### src/rtl/inst_fetch_queue.sv
// Show-ahead instruction fetch queue between IF and ID.
// Head entry is presented combinationally; data outputs read as zero (NOP) when empty.
module inst_fetch_queue #(
  parameter int unsigned DEPTH      = 8,
  parameter int unsigned ADDR_WIDTH = 32,
  parameter int unsigned INST_WIDTH = 32,
  parameter int unsigned GHR_WIDTH  = 5
) (
  input  logic                     clk,
  input  logic                     rst,
  input  logic                     flush,
  input  logic                     push_en,
  input  logic [ADDR_WIDTH-1:0]    push_pc,
  input  logic [INST_WIDTH-1:0]    push_inst,
  input  logic                     push_branch_taken,
  input  logic [GHR_WIDTH-1:0]     push_pht_index,
  output logic                     full,
  input  logic                     stall_next_stage,
  output logic                     out_valid,
  output logic [ADDR_WIDTH-1:0]    pc_out,
  output logic [INST_WIDTH-1:0]    inst_out,
  output logic                     is_branch_taken_out,
  output logic [GHR_WIDTH-1:0]     pht_index_out,
  output logic [$clog2(DEPTH):0]   count
);

  localparam int unsigned PtrW = $clog2(DEPTH);
  localparam int unsigned CntW = PtrW + 1;

  logic [ADDR_WIDTH-1:0] pc_mem    [DEPTH];
  logic [INST_WIDTH-1:0] inst_mem  [DEPTH];
  logic                  taken_mem [DEPTH];
  logic [GHR_WIDTH-1:0]  pht_mem   [DEPTH];

  logic [PtrW-1:0] rd_ptr_q, rd_ptr_d;
  logic [PtrW-1:0] wr_ptr_q, wr_ptr_d;
  logic [CntW-1:0] count_q, count_d;

  logic push, pop;

  assign full      = (count_q == CntW'(DEPTH));
  assign out_valid = (count_q != '0);
  assign count     = count_q;

  // A pop in the same cycle does not free a slot for a push while full.
  assign push = push_en & ~full;
  assign pop  = out_valid & ~stall_next_stage;

  always_comb begin
    rd_ptr_d = rd_ptr_q;
    wr_ptr_d = wr_ptr_q;
    count_d  = count_q;
    if (flush) begin
      rd_ptr_d = '0;
      wr_ptr_d = '0;
      count_d  = '0;
    end else begin
      if (push) wr_ptr_d = wr_ptr_q + PtrW'(1);
      if (pop)  rd_ptr_d = rd_ptr_q + PtrW'(1);
      case ({push, pop})
        2'b10:   count_d = count_q + CntW'(1);
        2'b01:   count_d = count_q - CntW'(1);
        default: count_d = count_q;
      endcase
    end
  end

  always_ff @(posedge clk) begin
    if (rst) begin
      rd_ptr_q <= '0;
      wr_ptr_q <= '0;
      count_q  <= '0;
    end else begin
      rd_ptr_q <= rd_ptr_d;
      wr_ptr_q <= wr_ptr_d;
      count_q  <= count_d;
    end
  end

  // Storage is never reset; validity comes from count alone.
  always_ff @(posedge clk) begin
    if (push) begin
      pc_mem[wr_ptr_q]    <= push_pc;
      inst_mem[wr_ptr_q]  <= push_inst;
      taken_mem[wr_ptr_q] <= push_branch_taken;
      pht_mem[wr_ptr_q]   <= push_pht_index;
    end
  end

  always_comb begin
    pc_out              = '0;
    inst_out            = '0;
    is_branch_taken_out = 1'b0;
    pht_index_out       = '0;
    if (out_valid) begin
      pc_out              = pc_mem[rd_ptr_q];
      inst_out            = inst_mem[rd_ptr_q];
      is_branch_taken_out = taken_mem[rd_ptr_q];
      pht_index_out       = pht_mem[rd_ptr_q];
    end
  end

endmodule

### config.mk
export PLATFORM = sky130hd
export DESIGN_NAME = inst_fetch_queue
export DESIGN_NICKNAME = d
export VERILOG_FILES = /design/src/rtl/inst_fetch_queue.sv
export SDC_FILE = /design/constraint.sdc
export NUM_CORES = 1
export LEC_CHECK = 0
export CAP_MARGIN = 20
export CORE_MARGIN = 5
export CORE_UTILIZATION = 50
export DETAILED_ROUTE_END_ITERATION = 6
export DONT_BUFFER_PORTS = 1
export SLEW_MARGIN = 0
export SYNTH_ARGS = -nofsm -noshare
export SYNTH_HDL_FRONTEND = slang
export SYNTH_SLANG_ARGS = --single-unit
### constraint.sdc
create_clock -name clk -period 20.3 [get_ports clk]
set_clock_uncertainty 0.1 [all_clocks]
set_input_delay 4.06 -clock clk [delete_from_list [all_inputs] [get_ports clk]]
set_output_delay 4.06 -clock clk [all_outputs]
set_load 0.01 [all_outputs]
-- Word level (Yosys, flattened, before mapping)
Memories as Yosys holds them, arrays and structs flattened. A register that Yosys moved wholly into a read port is not among the register bits.
Index checks and enable logic that the tools add are counted.
- add/subtract/negate cells: 4
- $mul: 0
- divide/modulo/power cells: 0
- order comparisons: 0
- equality and inequality tests: 3
- shift-type cells: 0
- multiplexer cells: 15
- bitwise logic cells: 4
- reductions and logical operators: 3
- operators with widths (cell ; count):
    2-to-1 mux 32 bit ; 2
    2-to-1 mux 3 bit ; 8
    case mux 4 bit (2 select lines) ; 1
    adder 3 x 1 -> 3 bit, second input constant ; 2
    2-to-1 mux 5 bit ; 1
    adder 4 x 1 -> 4 bit, second input constant ; 1
    equality test 4 bit, second input constant ; 1
    nonzero test 4 bit ; 1
    subtractor 4 x 1 -> 4 bit, second input constant ; 1
    2-to-1 mux 1 bit ; 3
    bitwise AND 1 bit ; 2
    equality test 2 x 1 -> 1 bit, second input constant ; 1
    equality test 2 bit, second input constant ; 1
    NOT 1 bit ; 2
    nonzero test 2 bit ; 1
    OR reduction 2 bit ; 1
- register bits: 10
- bits in latches: 0
- RAM bits: 560
- bits in read-only memories: 0
- input port bits: 75
- output and inout port bits: 76
- word-level logic and storage cells: 36
- memories kept: 4
- memory list (name ; words ; bits a word ; read ports ; clocked after memory_dff ; write ports ; RTL line ; text):
    inst_mem ; 8 ; 32 ; 1 ; 1 ; 1 ; 31 ; logic [INST_WIDTH-1:0] inst_mem [DEPTH];
    pc_mem ; 8 ; 32 ; 1 ; 1 ; 1 ; 30 ; logic [ADDR_WIDTH-1:0] pc_mem [DEPTH];
    pht_mem ; 8 ; 5 ; 1 ; 1 ; 1 ; 33 ; logic [GHR_WIDTH-1:0] pht_mem [DEPTH];
    taken_mem ; 8 ; 1 ; 1 ; 1 ; 1 ; 32 ; logic taken_mem [DEPTH];

-- Logic depth before layout (Yosys ltp)
Gate-level depths: netlist of run 1.
- word-level depth: 5
- gate-level depth with buffers: 9
- mapped depth without buffers: 9

-- Worst setup path before layout of run 1
No wires, ideal clock.
- path type: input port to flip-flop
- start point: input port push_en
- end point: memory inst_mem[0][0], enable pin
- library setup time: 0.584 ns
- arrival: 9.235 ns
- required time: 19.616 ns
- path slack: 10.381 ns
- stages: 3
- path buffers: 0
- path through: nand2_1 -> or2_2 -> nor3_1
- cells in the longest elaborated chain, start to end: 3
- RTL lines (what ; RTL line ; text):
    start, declared ; 12 ; input logic push_en,
    bitwise AND 1 bit ; 46 ; assign push = push_en & ~full;
    2-to-1 mux 1 bit ; 82 ; if (push) begin
    2-to-1 mux 1 bit (implied by the code) ; 84 ; inst_mem[wr_ptr_q] <= push_inst;
    end, declared ; 31 ;
Every way passes these cells.

==> results.md, run 1 <==
| Metric | Reported |
|---|---|
| Combinational Power Share | 3.2% |
| Horizontal extent of the die | 219 µm |
| Total GRT Usage | 17.8% |
| Num Clock Sinks | 573 |
| Overflow left after global routing | 0 |
| Area overhead of the layout relative to synthesis | 10.8% |
| Accumulated negative setup slack | 0 ns |
| Flip-flop and latch count after synthesis | 573 |
| Max-cap viol count | 0 |
| Fmax | 127 MHz |
| Maximum net fanout on the critical path | 45 |
| Peak supply drop | 66.4 µV |
| Result of the run | finished clean |
| Data required time of the critical path | 16.14 ns |
| Maximum number of pins on one net before global-route repair | 75 |
| Clock latency at the later pin of the worst-skew pair | 0.59 ns |
| Slowest CP cell | buf_4 |
| Global-route wire length before repair | 63,200 µm |
| Category of the worst setup path capture point | primary output |
| Series of cell instances along the critical path | buf_4, buf_4, mux4_2, mux2i_1, nor2_1 |
| Actual transition at the worst max-transition pin | 1.08 ns |
| Core area | 43,200 µm² |
| Pre-CTS worst setup slack | 12.87 ns |
| Worst Slack Setup Final | 12.43 ns |
| Initial Utilization | 50.7% |
| Antenna cell count | 0 |
| Number of nets still failing antenna checks after routing | 0 |
| Final setup violation count | 0 |
| Worst path most repeated cell | buf_4 |
| Switching share of total power | 19.6% |
| Critical path data arrival time | 3.71 ns |
| CTS tree | done |
| Max transition margin | 28.2% |
| Int Pwr | 1.90 mW |
| Reg power frac | 55.8% |
| Worst Path Class, Setup | flip-flop to primary output |
| Number of nets in the synthesized netlist | 1,046 |
| Worst hold path type | flip-flop to flip-flop |
| Mapped cell area | 21,900 µm² |
| Final instance area | 24,200 µm² |
| Total wire length after detailed routing | 42,200 µm |
| DP Cell Count | 1,520 |
| Sum of net half-perimeters after detailed placement | 22,000 µm |
| Static power due to leakage | 7.23 nW |
| Post-CTS setup repair buffer count | 0 |
| Cell area power density | 97.6 nW/µm² |
| Yosys warning count | 0 |
| Number of global-route vias before repair | 9,967 |
| Power after layout | 2.37 mW |
| DRC violations left | 0 |
| Clock network fraction of total power | 41.0% |
| Routed WL per cell | 26.0 µm |
| Cell Area, Placed | 22,500 µm² |
| Hold Slack | 0.397 ns |
| Number of hold buffers added after cts | 0 |
| Via count | 9,279 |
| Total number of placement rows | 76 |
| Floorplan die area | 48,000 µm² |
| Utilization after layout | 56.2% |
| Post-Synthesis Cells | 966 |
| Fraction of the yosys area taken by sequential cells | 78.0% |
| Number of antenna violations at the first check in global routing | 0 |
| Maximum buffer depth of the clock tree | 3 |
| Num ports | 151 |
| Iter 0 DRT Violations | 731 |
| Number of buffer cells added on primary ports | 0 |
| CTS resizes | 0 |
| Clock-pin slew reported for the worst setup and hold paths after clock tree synthesis | 0.06 ns |
| Root Buffer Master | clkbuf_16 |
| Unrepaired setup endpoints after global routing | no |
| Count of non-filler cells in the finished layout | 1,624 |
| Number of nets in the final layout | 1,074 |
| Final estimated routing congestion in global placement | 0.686 |
| Layout cells sized above 1 | 23.5% |
| Post-Synthesis Mean Instance Area | 22.7 µm² |
| Die boundary height | 219 µm |
| Sort of element at the start of the critical path | flip-flop |
| H-tree levels | 2 |
| Final hold vios | 0 |
| Switching Power | 0.463 mW |
| DRT Pass-1 Iters | 5 |
| Slew Limit Fails | 0 |
| Clock buffer count from CTS | 57 |
| Vias per Instance | 5.71 |
| Final period demand of the worst path | 7.87 ns |
| Count of unique library cells instantiated by Yosys | 30 |
| Share of the cycle needed by the critical path after routing | 38.8% |
| Delay of the slowest cell on the worst path | 0.82 ns |
==> cell usage after synthesis (all sizes together) <==
library cell	number	area, µm²
edfxtp	560	16800
nand3b	1	7.51
mux4	140	3150
dfxtp	13	260
nor3b	1	7.51
mux2i	71	711
a2111oi	1	8.76
or4b	1	13.8
o31ai	1	7.51
inv	2	7.51
nand2b	3	18.8
buf	40	263
nand2	6	22.5
o21ai	2	10.0
nor4	2	12.5
or3	1	6.26
xnor2	2	17.5
ha	5	62.6
nor4b	1	8.76
o41ai	1	8.76
a21oi	5	25.0
or2	2	12.5
clkbuf	10	37.5
xor2	4	35.0
nor3	2	10.0
nand3	4	20.0
nor2	85	319
==> power groups by stage <==
stage               registers (mW)  clock network [mW]  logic (mW)
finish                        1.32               0.969      0.0759
global route                  1.32                1.05      0.0834
CTS                           1.32               0.996      0.0790
detailed placement            1.35                   0      0.0788
global placement              1.34                   0      0.0785
floorplan                     1.34                   0      0.0602
==> layer usage <==
layer | global-route usage (%) | share of wire, % | vias up
li1 | - | - | 4065
met4 | 4.96 | 2.2 | 0
met3 | 4.77 | 6.1 | 66
met1 | 23.4 | 42 | 4948
met5 | 0 | 0 | -
met2 | 29.7 | 50 | 200
==> sequential cells by signal, indices dropped and copies added, names as in the netlist, named ones only <==
name,count
pht_mem,40
inst_mem,256
wr_ptr_q,3
count,4
pc_mem,256
rd_ptr_q,3
taken_mem,8
==> cell type report <==
cell class	instances	area, µm²
flip-flops and latches	573	17100
fillers	3299	18900
well taps	585	732
multi-input cells	341	4560
clock inverters	24	190
clock buffers	80	1520
inverters	2	7.51
repair buffers	19	143
==> layout by cell type, fill, tap and decap left out, drive strengths merged <==
cell,n
buf,19
nor3b,1
nand3,4
xnor2,2
a2111oi,1
or2,2
nor4b,1
o21ai,2
o41ai,1
nand2,6
clkinv,18
nor3,2
o31ai,1
bufinv,3
clkinvlp,1
or3,1
clkbuf,80
mux2i,71
nor4,2
or4b,1
ha,5
edfxtp,560
nor2,85
mux4,140
dfxtp,13
xor2,4
nand3b,1
a21oi,5
nand2b,3
inv,4
==> critical path, delay by kind of cell (launching register included) <==
kind / cells / cell delay, ns
buf+inv: 2 / 1.46
mux: 2 / 0.82
flops: 1 / 0.65
simple gates: 1 / 0.11
==> logic make-up after synthesis <==
group                    share of synthesized area (%)
AO/OA/AOI/OAI                                    0.274
multiplexers                                      17.7
flip-flops                                        78.0
adder cells (fa/ha/maj)                          0.286
buffers and inverters                             1.41
AND/OR/NAND/NOR                                   2.10
XOR/XNOR                                         0.240
==> final timing paths <==
| check | startpoint | end | slack [ns] | cells past startpoint |
|---|---|---|---|---|
| min reg2reg | wr_ptr_q[0]$_SDFFE_PP0P_ | wr_ptr_q[0]$_SDFFE_PP0P_ | 0.40 | 2 |
| min | wr_ptr_q[0]$_SDFFE_PP0P_ | wr_ptr_q[0]$_SDFFE_PP0P_ | 0.40 | 2 |
| max reg2reg | count[1]$_SDFFE_PP0P_ | pc_mem[0][14]$_DFFE_PP_ | 16.79 | 6 |
| max | flip-flop | inst_out[0] | 12.43 | 5 |
(Power assumes the default switching activity.)
==> run 2: changes to the inputs <==
==> constraint.sdc (replaced) <==
create_clock -name clk -period 7.95 [get_ports clk]
set_clock_uncertainty 0.1 [all_clocks]
set_input_delay 1.59 -clock clk [delete_from_list [all_inputs] [get_ports clk]]
set_output_delay 1.59 -clock clk [all_outputs]
set_load 0.01 [all_outputs]
==> results.md, run 2 (synthesis results as in run 1) <==
| Metric | Reported | vs previous |
|---|---|---|
| Max-cap viol count | 0 | unchanged |
| Peak supply drop | 183 µV | was 66.4 µV |
| Final period demand of the worst path | 4.69 ns |  |
| Category of the worst setup path capture point | primary output | unchanged |
| Uppermost layer routed | met4 | unchanged |
| Worst Slack Setup Final | 3.26 ns | was 12.43 ns |
| Number of nets in the final layout | 1,076 | was 1,074 |
| Initial Utilization | 50.7% | unchanged |
| Fmax | 213 MHz |  |
| Critical path data arrival time | 3.00 ns | was 3.71 ns |
| Core area | 43,200 µm² | unchanged |
| Final estimated routing congestion in global placement | 0.695 | was 0.686 |
| Number of buffers and inverters on the critical path | 1 | was 2 |
| Number of hold buffers added after cts | 0 | unchanged |
| Die boundary height | 219 µm | unchanged |
| Root Buffer Master | clkbuf_16 | unchanged |
| Final hold vios | 0 | unchanged |
| Post-CTS setup repair buffer count | 0 | unchanged |
| Leading cell types in the layout, fill and taps excluded | edfxtp_1, mux4_2, nor2_1, mux2i_1, clkbuf_16 | unchanged |
| Maximum net fanout on the critical path | 54 | was 45 |
| Actual transition at the worst max-transition pin | 1.03 ns | was 1.08 ns |
| Number of antenna violations at the first check in global routing | 0 | unchanged |
| Share of the cycle needed by the critical path after routing | 59.0% |  |
| Global-route wire length before repair | 64,500 µm | was 63,200 µm |
| Cell area power density | 251 nW/µm² | was 97.6 nW/µm² |
| Worst hold path type | flip-flop to flip-flop | unchanged |
| Antenna cell count | 0 | unchanged |
| Met3 wirelength from detailed routing | 2590 µm | about the same |
| Floorplan die area | 48,000 µm² | unchanged |
| Result of the run | finished clean | unchanged |
| Series of cell instances along the critical path | buf_12, mux4_2, mux2i_1, nor2_1 | was buf_4, buf_4, mux4_2, mux2i_1, nor2_1 |
| CTS resizes | 0 | unchanged |
| Static power due to leakage | 7.30 nW | was 7.23 nW |
| DRT Pass-1 Iters | 5 | unchanged |
| DRC violations left | 0 | unchanged |
| Count of non-filler cells in the finished layout | 1,625 | was 1,624 |
| Kind of cell with the highest combined delay on the critical path | flip-flops | was buffers and inverters |
| Maximum number of pins on one net before global-route repair | 75 | unchanged |
| Clock latency at the later pin of the worst-skew pair | 0.58 ns | was 0.59 ns |
| Horizontal extent of the die | 219 µm | unchanged |
| Clock buffer count from CTS | 57 | unchanged |
| Accumulated negative setup slack | 0 ns | unchanged |
| Met1 WL | 17,500 µm | was 17,600 µm |
| Routed WL per cell | 26.1 µm | was 26.0 µm |
| Data required time of the critical path | 6.26 ns | was 16.14 ns |
| CTS tree | done | unchanged |
| Area overhead of the layout relative to synthesis | 11.3% | was 10.8% |
| H-tree levels | 2 | unchanged |
| Sum of net half-perimeters after detailed placement | 22,200 µm | was 22,000 µm |
| Delay of the slowest cell on the worst path | 0.92 ns | was 0.82 ns |
| DP Cell Count | 1,522 | was 1,520 |
| Registers with the highest flip-flop counts | inst_mem: 256 flops, pc_mem: 256 flops, pht_mem: 40 flops | unchanged |
| Final setup violation count | 0 | unchanged |
| Filler Cell Count | 3,297 | was 3,299 |
| Via count | 9,284 | was 9,279 |
| Total number of placement rows | 76 | unchanged |
| Num Clock Sinks | 573 | unchanged |
| Sort of element at the start of the critical path | flip-flop | unchanged |
| Pre-CTS worst setup slack | 3.71 ns | was 12.87 ns |
| Clock-pin slew reported for the worst setup and hold paths after clock tree synthesis | 0.06 ns | about the same |
| Number of buffer cells added on primary ports | 0 | unchanged |
| Worst Path Class, Setup | flip-flop to primary output | unchanged |
| Num ports | 151 | unchanged |
| Unrepaired setup endpoints after global routing | no | unchanged |
| Number of global-route vias before repair | 10.1k | was 9,967 |
| Number of nets still failing antenna checks after routing | 0 | unchanged |
| Met2 wirelength from detailed routing | 21,500 µm | was 21,100 µm |
| Max transition margin | 31.0% | was 28.2% |
| Total GRT Usage | 18.0% | was 17.8% |
| Maximum buffer depth of the clock tree | 3 | unchanged |
| Overflow left after global routing | 0 | unchanged |
| Layout cells sized above 1 | 24.9% | was 23.5% |
| Slowest CP cell | dfxtp_4 | was buf_4 |
| Vias per Instance | 5.71 | about the same |
| Slew Limit Fails | 0 | unchanged |
| Most common cell after layout, fill and taps aside | edfxtp_1 | unchanged |
| Total wire length after detailed routing | 42,400 µm | was 42,200 µm |
| Iter 0 DRT Violations | 748 | was 731 |
## run 2: cell count changes in the layout (fill, tap and decap cells not counted), sizes merged
cell      delta
clkinv      +11
clkbuf      -13
bufinv       +1
inv          -1
buf          +2
clkinvlp     +1
## run 2: worst paths after layout
kind | to | startpoint | cells past startpoint | slack (ns)
worst min-delay path | flip-flop | rd_ptr_q[1]$_SDFFE_PP0P_ | 2 | 0.40
worst min register to register | flip-flop | rd_ptr_q[1]$_SDFFE_PP0P_ | 2 | 0.40
worst max register to register | count[2]$_SDFFE_PP0P_ | count[1]$_SDFFE_PP0P_ | 10 | 4.56
worst max-delay path | inst_out[8] | flip-flop | 4 | 3.26
## run 2: report_power, final
part           internal [mW]  total [mW]  leakage (nW)  switching [mW]
Sequential              3.36        3.37          5.19          0.0148
Combinational         0.0746       0.193          1.22           0.118
Clock                   1.48        2.55         0.884            1.07
Total                   4.91        6.11          7.30            1.20
## run 2: final cells by class
type	count	area [µm²]	share of cell area, %
Multi-Input combinational cell	341	4560	18.7
Inverter	2	7.51	0.0308
Timing Repair Buffer	21	183	0.750
Sequential cell	573	17100	70.2
Clock inverter	36	282	1.16
Clock buffer	67	1510	6.18
Tap cell	585	732	3.01
## run 2: metrics by stage
stage | area, µm² | total power, mW | util [%] | hold WS, ns
6_report | 24400 | 6.11 | 56.4 | 0.404
2_1_floorplan | 21900 | 3.59 | - | 0.362
3_3_place_gp | 22600 | 3.63 | 52.3 | 0.382
5_1_grt | 24400 | 6.35 | 56.4 | 0.441
4_1_cts | 24400 | 6.19 | 56.4 | 0.405
3_5_place_dp | 22600 | 3.64 | 52.3 | 0.393
## run 2: worst min-delay path, stage by stage (launching register included)
cell	delay [ns]
dfxtp_1	0.31
o21ai_1	0.07
a21oi_1	0.08
## run 2: metal layers
| metal | vias to the layer above | GRT usage (%) |
|---|---|---|
| met5 | - | 0 |
| met4 | 0 | 4.81 |
| met3 | 59 | 4.32 |
| met2 | 210 | 30.5 |
| met1 | 4927 | 23.9 |
| li1 | 4088 | - |
==> run 3: changes to the inputs <==
==> constraint.sdc (replaced) <==
create_clock -name clk -period 4.61 [get_ports clk]
set_clock_uncertainty 0.1 [all_clocks]
set_input_delay 0.922 -clock clk [delete_from_list [all_inputs] [get_ports clk]]
set_output_delay 0.922 -clock clk [all_outputs]
set_load 0.01 [all_outputs]
==> results.md, run 3 (synthesis results as in run 1) <==
| Metric | Reported | vs previous |
|---|---|---|
| DRT Pass-1 Iters | 5 | unchanged |
| Actual transition at the worst max-transition pin | 0.926 ns | was 1.03 ns |
| Slowest CP cell | dfxtp_4 | unchanged |
| Pre-CTS worst setup slack | 1.61 ns | was 3.71 ns |
| Final setup violation count | 0 | unchanged |
| Number of global-route vias before repair | 10.2k | was 10.1k |
| Clock-pin slew reported for the worst setup and hold paths after clock tree synthesis | 0.06 ns | about the same |
| Number of cells on the worst reg-to-reg path | 5 | was 10 |
| Most common cell after layout, fill and taps aside | edfxtp_1 | unchanged |
| Vias per Instance | 5.73 | was 5.71 |
| H-tree levels | 2 | unchanged |
| Maximum net fanout on the critical path | 52 | was 54 |
| Fmax | 282 MHz |  |
| Peak supply drop | 313 µV | was 183 µV |
| Sort of element at the start of the critical path | flip-flop | unchanged |
| Result of the run | finished clean | unchanged |
| Final estimated routing congestion in global placement | 0.718 | was 0.695 |
| Delay of the slowest cell on the worst path | 0.82 ns | was 0.92 ns |
| Critical path data arrival time | 2.53 ns | was 3.00 ns |
| Worst reg2reg path endpoint | pc_mem[0][16]$_DFFE_PP_ | was count[2]$_SDFFE_PP0P_ |
| Worst Slack Setup Final | 1.06 ns | was 3.26 ns |
| Num Clock Sinks | 573 | unchanged |
| Area overhead of the layout relative to synthesis | 12.3% | was 11.3% |
| Iter 0 DRT Violations | 578 | was 748 |
| Static power due to leakage | 7.36 nW | was 7.30 nW |
| End of the worst hold path | inst_mem[5][4]$_DFFE_PP_ |  |
| Share of the cycle needed by the critical path after routing | 77.0% |  |
| Unrepaired setup endpoints after global routing | no | unchanged |
| Floorplan die area | 48,000 µm² | unchanged |
| Count of non-filler cells in the finished layout | 1,628 | was 1,625 |
| Registers with the highest flip-flop counts | inst_mem: 256 flops, pc_mem: 256 flops, pht_mem: 40 flops | unchanged |
| CTS resizes | 0 | unchanged |
| Final hold vios | 0 | unchanged |
| Initial Utilization | 50.7% | unchanged |
| Core area | 43,200 µm² | unchanged |
| Overflow left after global routing | 0 | unchanged |
| Startpoint of the worst hold path | push_inst[4] | was rd_ptr_q[1]$_SDFFE_PP0P_ |
| Worst hold stages | 0 | was 2 |
| Cell area power density | 434 nW/µm² | was 251 nW/µm² |
| Layout cells sized above 1 | 24.9% | about the same |
| Maximum buffer depth of the clock tree | 3 | unchanged |
| Number of nets in the final layout | 1,078 | was 1,076 |
| Number of antenna violations at the first check in global routing | 0 | unchanged |
| Total GRT Usage | 18.0% | about the same |
| Antenna cell count | 0 | unchanged |
| Num ports | 151 | unchanged |
| Global-route wire length before repair | 64,300 µm | was 64,500 µm |
| Post-CTS setup repair buffer count | 0 | unchanged |
| Final period demand of the worst path | 3.55 ns |  |
| Via count | 9,328 | was 9,284 |
| Clock buffer count from CTS | 57 | unchanged |
| Routed WL per cell | 25.9 µm | was 26.1 µm |
| Die boundary height | 219 µm | unchanged |
| Power after layout | 10.7 mW | was 6.11 mW |
| Maximum number of pins on one net before global-route repair | 71 | was 75 |
| Worst Path Class, Setup | flip-flop to primary output | unchanged |
| Number of buffer cells added on primary ports | 0 | unchanged |
| Horizontal extent of the die | 219 µm | unchanged |
| Data required time of the critical path | 3.59 ns | was 6.26 ns |
| CTS tree | done | unchanged |
| DP Cell Count | 1,524 | was 1,522 |
| Hold Slack | 0.313 ns | was 0.404 ns |
| DRC violations left | 0 | unchanged |
| Root Buffer Master | clkbuf_16 | unchanged |
| Clock latency at the later pin of the worst-skew pair | 0.59 ns | was 0.58 ns |
| Total wire length after detailed routing | 42,100 µm | was 42,400 µm |
| Slew Limit Fails | 0 | unchanged |
| Max transition margin | 38.3% | was 31.0% |
| Number of nets still failing antenna checks after routing | 0 | unchanged |
| Category of the worst setup path capture point | primary output | unchanged |
| Startpoint of the lowest-slack register-to-register path | count[1]$_SDFFE_PP0P_ | unchanged |
| Worst reg-to-reg setup slack | 1.82 ns | was 4.56 ns |
| Number of hold buffers added after cts | 0 | unchanged |
| Max-cap viol count | 0 | unchanged |
| Worst hold path type | input port to flip-flop | was flip-flop to flip-flop |
| Series of cell instances along the critical path | buf_12, mux4_2, mux2i_1, nor2_1 | unchanged |
| Total number of placement rows | 76 | unchanged |
| Leading cell types in the layout, fill and taps excluded | edfxtp_1, mux4_2, nor2_1, mux2i_1, clkbuf_16 | unchanged |
| Sum of net half-perimeters after detailed placement | 22,200 µm | about the same |
[run 3: cell types whose count changed in the layout (fill, tap and decap cells not counted), sizes merged]
cell	delta
buf	+2
bufinv	+2
clkbuf	-1
clkinv	+1
clkinvlp	-1
[run 3: report_power, final]
part,switching (mW),internal [mW],total (mW)
Combinational,0.212,0.134,0.346
Clock,1.86,2.65,4.51
Sequential,0.0213,5.79,5.81
[run 3: cell type report]
cell class	instances	area (µm²)
Multi-Input combinational cell	341	4570
Fill cell	3214	18600
Clock inverter	38	332
Clock buffer	66	1500
Sequential cell	573	17100
Inverter	2	7.51
Timing Repair Buffer	23	348
Tap cell	585	732
[run 3: per-layer routing]
layer / vias to the layer above / GRT usage, % / wire length [µm]
met3: 51 / 4.87 / 2720
met4: 0 / 5.11 / 778
met1: 4984 / 23.3 / 17200
met5: - / 0 / 0
met2: 218 / 30.5 / 21400
li1: 4075 / - / -
[run 3: critical path: cells and delay by family (launching register included)]
kind	cells	cell delay, ns
buffers and inverters	1	0.38
flip-flops	1	0.82
multiplexers	2	0.57
AND/OR/NAND/NOR	1	0.13
[run 3: worst max-delay path by stage]
stage | start | end
finish | flip-flop | pc_out[1]
global route | flip-flop | inst_out[8]
CTS | flip-flop | pht_index_out[3]
detailed placement | flip-flop | pht_index_out[3]
global placement | flip-flop | pc_out[1]
floorplan | push_en | inst_mem[6][0]$_DFFE_PP_
[run 3: through the flow]
stage                     setup TNS [ns]  instance area, µm²  util [%]
after floorplan                   -61.97               21900         -
after global placement                 0               22700      52.7
after detailed placement               0               22700      52.7
after CTS                              0               24600      56.9
after global routing                   0               24600      56.9
final                                  0               24600      56.9
